--- config.mk ---
export PLATFORM = sky130hd
export DESIGN_NAME = seq_detector_fsm_flat
export DESIGN_NICKNAME = d
export VERILOG_FILES = /design/src/rtl/seq_detector_fsm_if.sv /design/src/rtl/seq_detector_fsm.sv /design/src/flat_wrapper.sv
export SDC_FILE = /design/constraint.sdc
export NUM_CORES = 1
export LEC_CHECK = 0
export CELL_PAD_IN_SITES_DETAIL_PLACEMENT = 0
export CELL_PAD_IN_SITES_GLOBAL_PLACEMENT = 2
export CORE_AREA = 2 2 39 41
export DETAILED_ROUTE_END_ITERATION = 12
export DIE_AREA = 0 0 41 43
export DONT_BUFFER_PORTS = 1
export PLACE_DENSITY_LB_ADDON = 0.2
export SYNTH_ARGS = -nofsm -noshare
export SYNTH_HDL_FRONTEND = slang
export SYNTH_SLANG_ARGS = --single-unit
--- constraint.sdc ---
create_clock -name clk -period 1.7 [get_ports clk]
set_clock_uncertainty 0.05 [all_clocks]
set_input_delay 0 -clock clk [delete_from_list [all_inputs] [get_ports clk]]
set_output_delay 0 -clock clk [all_outputs]
set_load 0.005 [all_outputs]
--- src/rtl/seq_detector_fsm_if.sv ---
//----------------------------------------------------------------------------
// seq_detector_fsm_if : serial bit stream in, detect/progress out. Rev 1.0
//----------------------------------------------------------------------------
`default_nettype none

interface seq_detector_fsm_if #(
  parameter int LEN = 4
`ifdef MATCH_COUNT_EN
  , parameter int COUNT_W = 8
`endif
);
  localparam int c_sw = $clog2(LEN + 1);

  logic            clear;
  logic            in_valid;
  logic            in_bit;
  logic            match_mealy;
  logic            match_moore;
  logic [c_sw-1:0] state;

`ifdef MATCH_COUNT_EN
  logic [COUNT_W-1:0] match_count;

  modport master (
    output clear, in_valid, in_bit,
    input  match_mealy, match_moore, state, match_count
  );
  modport slave (
    input  clear, in_valid, in_bit,
    output match_mealy, match_moore, state, match_count
  );
`else
  modport master (
    output clear, in_valid, in_bit,
    input  match_mealy, match_moore, state
  );
  modport slave (
    input  clear, in_valid, in_bit,
    output match_mealy, match_moore, state
  );
`endif
endinterface

`default_nettype wire

--- src/rtl/seq_detector_fsm.sv ---
//----------------------------------------------------------------------------
// seq_detector_fsm : LEN-bit serial pattern detector, Mealy + Moore outputs;
// MATCH_COUNT_EN adds a saturating match counter. Rev 1.0
//----------------------------------------------------------------------------
`default_nettype none

module seq_detector_fsm #(
  parameter int          LEN     = 4,
  parameter logic [15:0] PATTERN = 16'b1011,
  parameter bit          OVERLAP = 1'b1,
  parameter int          COUNT_W = 8
) (
  input logic               clk,
  input logic               reset,
  seq_detector_fsm_if.slave bus
);
  localparam int              c_sw   = $clog2(LEN + 1);
  localparam logic [LEN-1:0]  c_pat  = PATTERN[LEN-1:0];
  localparam logic [c_sw-1:0] c_full = c_sw'(LEN);

  if (LEN < 2 || LEN > 16 || COUNT_W < 1) begin : g_bad_params
    $error("seq_detector_fsm: LEN must be 2..16 and COUNT_W >= 1");
  end

  logic [c_sw-1:0] state_q, state_d;
  logic [LEN-1:0]  hist_q, hist_d;
  logic [LEN-1:0]  w_mask;
  logic            moore_q;
  logic            w_consume;
  int              w_lim;

  assign w_consume = bus.in_valid & ~bus.clear;
  // Newest bit sits at [0], so the low k bits are the last k bits of the stream.
  assign hist_d    = {hist_q[LEN-2:0], bus.in_bit};

  // Longest suffix (bounded by w_lim) equal to the top k bits of the pattern.
  always_comb begin
    w_mask  = '0;
    state_d = '0;
    if (state_q == c_full) begin
      w_lim = OVERLAP ? LEN : 1;
    end else begin
      w_lim = int'(state_q) + 1;
    end
    for (int k = 1; k <= LEN; k++) begin
      w_mask = ~({LEN{1'b1}} << k);
      if (k <= w_lim && ((hist_d ^ (c_pat >> (LEN - k))) & w_mask) == '0) begin
        state_d = c_sw'(k);
      end
    end
  end

  always_ff @(posedge clk or negedge reset) begin
    if (!reset) begin
      state_q <= '0;
      hist_q  <= '0;
      moore_q <= 1'b0;
    end else if (bus.clear) begin
      state_q <= '0;
      hist_q  <= '0;
      moore_q <= 1'b0;
    end else if (bus.in_valid) begin
      state_q <= state_d;
      hist_q  <= hist_d;
      moore_q <= (state_d == c_full);
    end
  end

  assign bus.match_mealy = reset & w_consume & (state_d == c_full);
  assign bus.match_moore = moore_q;
  assign bus.state       = state_q;

`ifdef MATCH_COUNT_EN
  logic [COUNT_W-1:0] count_q;

  always_ff @(posedge clk or negedge reset) begin
    if (!reset) begin
      count_q <= '0;
    end else if (bus.match_mealy && count_q != {COUNT_W{1'b1}}) begin
      count_q <= count_q + 1'b1;
    end
  end

  assign bus.match_count = count_q;
`endif

endmodule

`default_nettype wire

--- src/flat_wrapper.sv ---
// flat-port wrapper written by rule: the top's interface ports become plain ports
module seq_detector_fsm_flat 
#(
  parameter int          LEN     = 4,
  parameter logic [15:0] PATTERN = 16'b1011,
  parameter bit          OVERLAP = 1'b1,
  parameter int          COUNT_W = 8
)
  (clk, reset, bus_clear, bus_in_valid, bus_in_bit, bus_match_mealy, bus_match_moore, bus_state);
  seq_detector_fsm_if #(.LEN(LEN)) bus_i ();
  input logic clk;
  input logic reset;
  input wire logic [$bits(bus_i.clear)-1:0] bus_clear;
  input wire logic [$bits(bus_i.in_valid)-1:0] bus_in_valid;
  input wire logic [$bits(bus_i.in_bit)-1:0] bus_in_bit;
  output wire logic [$bits(bus_i.match_mealy)-1:0] bus_match_mealy;
  output wire logic [$bits(bus_i.match_moore)-1:0] bus_match_moore;
  output wire logic [$bits(bus_i.state)-1:0] bus_state;
  assign bus_i.clear = bus_clear;
  assign bus_i.in_valid = bus_in_valid;
  assign bus_i.in_bit = bus_in_bit;
  assign bus_match_mealy = bus_i.match_mealy;
  assign bus_match_moore = bus_i.match_moore;
  assign bus_state = bus_i.state;
  seq_detector_fsm #(.LEN(LEN), .PATTERN(PATTERN), .OVERLAP(OVERLAP), .COUNT_W(COUNT_W)) u_core (.clk(clk), .reset(reset), .bus(bus_i));
endmodule
**Word level (Yosys, flattened, before mapping)**

Cells that the tools add are included.

- Add/subtract/negate cells: 1
- Eq/ne operators: 2
- Mux-type cells: 11
- Order comparisons: 4
- Bitwise gates (word level): 8
- Reduce and logical (&&, ||, !) cells: 9

Operator list:

| kind | count |
|---|---|
| $le 3x32->1 const A | 2 |
| $le 2x32->1 const A | 1 |
| $le 4x32->1 const A | 1 |
| $mux 32 | 1 |
| $mux 3 | 7 |
| $logic_not 4->1 | 4 |
| $eq 3x3->1 const B | 2 |
| $add 3x1->4 const B | 1 |
| $logic_and 1x1->1 | 4 |
| $and 1x1->1 | 3 |
| $mux 1 | 3 |
| $not 1->1 | 3 |
| $not 3->3 | 1 |
| $not 2->2 | 1 |
| $reduce_bool 2->1 | 1 |

- Word-level logic and storage cells: 38
- Output and inout bits: 5
- Input port bits: 5
- Register bits: 7

**Longest topological paths before layout**

- Word-level depth: 11
- Mapped depth: 6
- Depth with buffers taken out: 6

**Worst setup path before layout**

OpenSTA, ideal clock, no wires.

- Path kind: register to register
- From: register u_core.state_q[0] (netlist: u_core.bus.state[0])
- To: register u_core.state_q[0] (netlist: u_core.bus.state[0])
- Cell stages (with the launch flop): 7
- Arrival time: 1.361 ns
- Required time: 1.526 ns
- Setup time: 0.124 ns
- Period minus slack after synthesis: 1.536 ns
- Setup slack: 0.164 ns
- Path buffers: 0
- Path through: dfrtp_1 > inv_1 > ha_1 > nor4bb_1 > a21oi_1 > nor3_1 > o41ai_2

- Word-level cells in the longest chain between the ends: 10
- Elaborated cells between the ends (all ways): 17
- Those cells by class: add/sub: 1; order compare: 4; eq/ne: 1; mux: 7; reduce/logical: 4

RTL lines:

| item | line | text |
|---|---|---|
| from (decl) | seq_detector_fsm.sv:25 | `logic [c_sw-1:0] state_q, state_d;` |
| from (signal assigned) | seq_detector_fsm.sv:63 | `state_q <= state_d;` |
| $add 3x1->4 / $eq 3x3->1 (equally long branches) | seq_detector_fsm.sv:43, seq_detector_fsm.sv:40 |  |
| $mux 32 * | seq_detector_fsm.sv:40 | `if (state_q == c_full) begin` |
| $le 2x32->1 | seq_detector_fsm.sv:47 | `if (k <= w_lim && ((hist_d ^ (c_pat >> (LEN - k))) & w_mask) == '0) begin` |
| $logic_and 1x1->1 | seq_detector_fsm.sv:47 |  |
| $mux 1 | seq_detector_fsm.sv:47 |  |
| $mux 3 (2 in series) | seq_detector_fsm.sv:47 |  |
| $mux 3 * | seq_detector_fsm.sv:47 |  |
| $mux 3 * | seq_detector_fsm.sv:62 | `end else if (bus.in_valid) begin` |
| $mux 3 * | seq_detector_fsm.sv:58 | `end else if (bus.clear) begin` |

Mark *: on every way between the ends. The rest lies on a longest branch, timed or not. The select of a mux whose other input is x is not followed.
A chain may end at the register's enable or synchronous reset.

**Final worst setup path**

- From: register u_core.state_q[0] (netlist: u_core.bus.state[0])
- To: output bus_match_mealy

- Word-level cells in the longest chain between the ends: 10
- Elaborated cells between the ends (all ways): 17
- Those cells by class: add/sub: 1; order compare: 4; eq/ne: 2; mux: 5; bitwise: 1; reduce/logical: 4

RTL lines:

| item | line | text |
|---|---|---|
| $add 3x1->4 / $eq 3x3->1 (equally long branches) | seq_detector_fsm.sv:43, seq_detector_fsm.sv:40 |  |
| $mux 32 * | seq_detector_fsm.sv:40 |  |
| $le 2x32->1 | seq_detector_fsm.sv:47 |  |
| $logic_and 1x1->1 | seq_detector_fsm.sv:47 |  |
| $mux 1 | seq_detector_fsm.sv:47 |  |
| $mux 3 (2 in series) | seq_detector_fsm.sv:47 |  |
| $mux 3 * | seq_detector_fsm.sv:47 |  |
| $eq 3x3->1 * | seq_detector_fsm.sv:69 | `assign bus.match_mealy = reset & w_consume & (state_d == c_full);` |
| $and 1x1->1 * | seq_detector_fsm.sv:69 |  |
| to (decl) | flat_wrapper.sv:16 | `output wire logic [$bits(bus_i.match_mealy)-1:0] bus_match_mealy;` |

Mark *: on every way between the ends. The rest lies on a longest branch, timed or not.

==> impl_metrics.json <==
{
  "status": "completed",
  "drive_gt1_share_pct": 39.3,
  "met1_usage_pct": 15.1,
  "holdWs_ns": 0.0120,
  "fin_util_pct": 42.7,
  "clock_latency_ns": 0.25,
  "synth_most_common_cell": "dfrtp_1",
  "post_drt_wl_per_cell_microns": 12.1,
  "synthArstFlopShare_pct": 100,
  "numPortBuffers": 0,
  "coreArea_sq_um": 1380,
  "critPathLaunchType": "flop",
  "nets": 64,
  "rsz0062_at_grt": "true",
  "finalHoldViolCount": 0,
  "min_period_ns": 1.68,
  "grt_busiest_layer": "met2",
  "hold_path_class": "in -> async",
  "syn-num-nets": 49,
  "worstSetupPathType": "reg -> out",
  "end_kind": "output port",
  "drt_iter0_drc": 2,
  "design_area_sq_um": 591,
  "grt_first_pass_wirelength_microns": 1410,
  "place.gp.congestion": 0.698,
  "crit_arrival_ns": 1.63,
  "finalPower_mw": 0.369,
  "synth-seq-cells": 7,
  "rows": 14,
  "cts_sinks": 7,
  "cts_tree": "yes",
  "cts_made_buffers": 3,
  "place_inst": 59,
  "crit_chain": "inv_2 > ha_4 > and4b_4 > nor4_4 > and2_4",
  "grt-ovfl-total": 0,
  "path_max_fanout": 4,
  "worstMarginPinSlew_ns": 0.283,
  "netlist_area_sq_um": 433,
  "vias": 351,
  "root_buffer": "clkbuf_4",
  "use_met3_pct": 0.524,
  "grt.total_usage_pct": 11.9,
  "synthFlopType": "dfrtp_1",
  "first_pass_iters": 2,
  "wl_microns": 869,
  "syn_area_per_cell_sq_um": 10.3,
  "die_width_microns": 41,
  "finalNonFillerCells": 72,
  "synth.distinct_cells": 21,
  "timing.max_cap.violations": 0,
  "slew_violations": 0,
  "cts_max_path_buffers": 2,
  "use_met2_pct": 17.5,
  "p_leak_nw": 0.258,
  "yosysSeqAreaShare_pct": 40.5,
  "die_height_microns": 43,
  "ys.warnings.count": 0,
  "place_area_sq_um": 463,
  "drc_errors": 0,
  "fmax_ghz": 0.596,
  "area_delta_synth_final_pct": 36.4,
  "start_util_pct": 31.3,
  "drtAntennaViolNets": 0,
  "powerDensity_nw_per_um2": 625,
  "antenna_found_initial": 0,
  "clkTransAtPathRegs_ns": 0.05,
  "grt_start_max_net_pins": 8,
  "synth_top_area_share_pct": 40.5,
  "synth_commonest_cells": "dfrtp_1 (7), nor2_1 (6)",
  "ios": 10,
  "cpMaxStageDelayCell": "dfrtp_1",
  "vdd_drop_max_mv": 0.307,
  "cpPeakStageDelay_ns": 0.43,
  "first_global_vias": 367,
  "r2r_slack_ns": 0.10,
  "vias_per_cell": 4.88,
  "setup_viol": 0,
  "ys_top_cells_by_area": "dfrtp_1 (40%), mux2i_1 (6.9%), ha_1 (5.8%), nor2_1 (5.2%), nor4_4 (4.9%)",
  "antennaDiodeCount": 0,
  "die-area_sq_um": 1760,
  "finalCritPeriodShare_pct": 98.7,
  "synthesis.instances": 42,
  "slew_headroom_pct": 81.0,
  "cp.required_ns": 1.65,
  "h-tree-depth": 1,
  "synth_edf_count": 0,
  "yosysTopAreaCell": "dfrtp_1",
  "place_hpwl_microns": 670
}
report_power, final:
part / internal (mW) / leakage, nW / switching, mW
logic: 0.0259 / 0.149 / 0.0202
registers: 0.171 / 0.0946 / 0.00509
clock network: 0.0893 / 0.0150 / 0.0577
per-layer routing:
| layer | vias up | share of wire (%) |
|---|---|---|
| met3 | 2 | 2.5 |
| met4 | 0 | 2.0 |
| met1 | 166 | 43 |
| li1 | 177 | - |
| met2 | 6 | 52 |
| met5 | - | 0 |
through the flow:
| stage | worst slack (ns) | setup TNS (ns) |
|---|---|---|
| floorplan | 0.164 | 0 |
| global placement | 0.0378 | 0 |
| detailed placement | 0.00813 | 0 |
| CTS | 0.00374 | 0 |
| global route | -0.0691 | -0.0691 |
| finish | 0.0217 | 0 |
layout by cell type (no fill, tap or decap):
| master | count |
|---|---|
| nor3_2 | 1 |
| a21oi_1 | 1 |
| a31oi_1 | 1 |
| nor4_4 | 1 |
| dfrtp_2 | 1 |
| o31ai_1 | 1 |
| inv_2 | 2 |
| nand2_2 | 1 |
| nand2b_2 | 1 |
| o41ai_2 | 1 |
| a21o_2 | 2 |
| ha_4 | 1 |
| nor2_1 | 6 |
| inv_1 | 1 |
| dlygate4sd3_1 | 6 |
| buf_4 | 5 |
| nand2_1 | 3 |
| mux2i_1 | 3 |
| and4b_4 | 1 |
| clkbuf_4 | 3 |
| nor3_1 | 3 |
| nand4b_1 | 1 |
| clkbuf_1 | 1 |
| dfrtp_1 | 6 |
| and2_4 | 1 |
| nor4bb_1 | 1 |
| ha_2 | 1 |
worst paths after layout:
check	start	end	cells past startpoint
hold reg to reg	u_core.bus.match_moore$_DFFE_PN0P_	u_core.bus.match_moore$_DFFE_PN0P_	1
max in group asynchronous	reset	u_core.bus.state[1]$_DFFE_PN0P_	1
setup / recovery	u_core.bus.state[0]$_DFFE_PN0P_	bus_match_mealy	5
setup reg to reg	u_core.bus.state[0]$_DFFE_PN0P_	u_core.bus.state[1]$_DFFE_PN0P_	6
hold / removal	reset	u_core.bus.match_moore$_DFFE_PN0P_	1
min in group clk	reset	bus_match_mealy	1
worst max-delay path: cells and delay by family, from the launching register on:
family | cells | cell delay (ns)
buffers and inverters | 1 | 0.10
adder cells (fa/ha/maj) | 1 | 0.12
AND/OR/NAND/NOR | 3 | 0.73
flip-flops | 1 | 0.43
registers in the layout, indices dropped and copies added, names as in the netlist:
name                    count
u_core.bus.state            3
u_core.hist_q               3
u_core.bus.match_moore      1
cells by family (layout without fill, tap and decap cells):
group,Yosys count,in the layout,share of synthesized area [%]
AND/OR/NAND/NOR,20,20,30.9
flip-flops,7,7,40.5
AO/OA/AOI/OAI,6,6,12.1
buffers and inverters,4,18,3.76
multiplexers,3,3,6.94
adder cells (fa/ha/maj),2,2,5.78
what timing repair did:
action,in CTS,in global routing
hold endpoints to repair,12,0
setup buffers,1,2
hold buffers,6,0
gates resized for setup,0,7
setup endpoints to repair,2,3
pin swaps,0,3
area by class of cell:
class / instances / area [sq um]
Inverter: 3 / 11.3
Clock buffer: 4 / 26.3
Tap cell: 16 / 20.0
Multi-Input combinational cell: 31 / 259
Sequential cell: 7 / 176
Timing Repair Buffer: 11 / 97.6
Fill cell: 142 / 793
No activity file was read; power rests on OpenSTA's default activity.
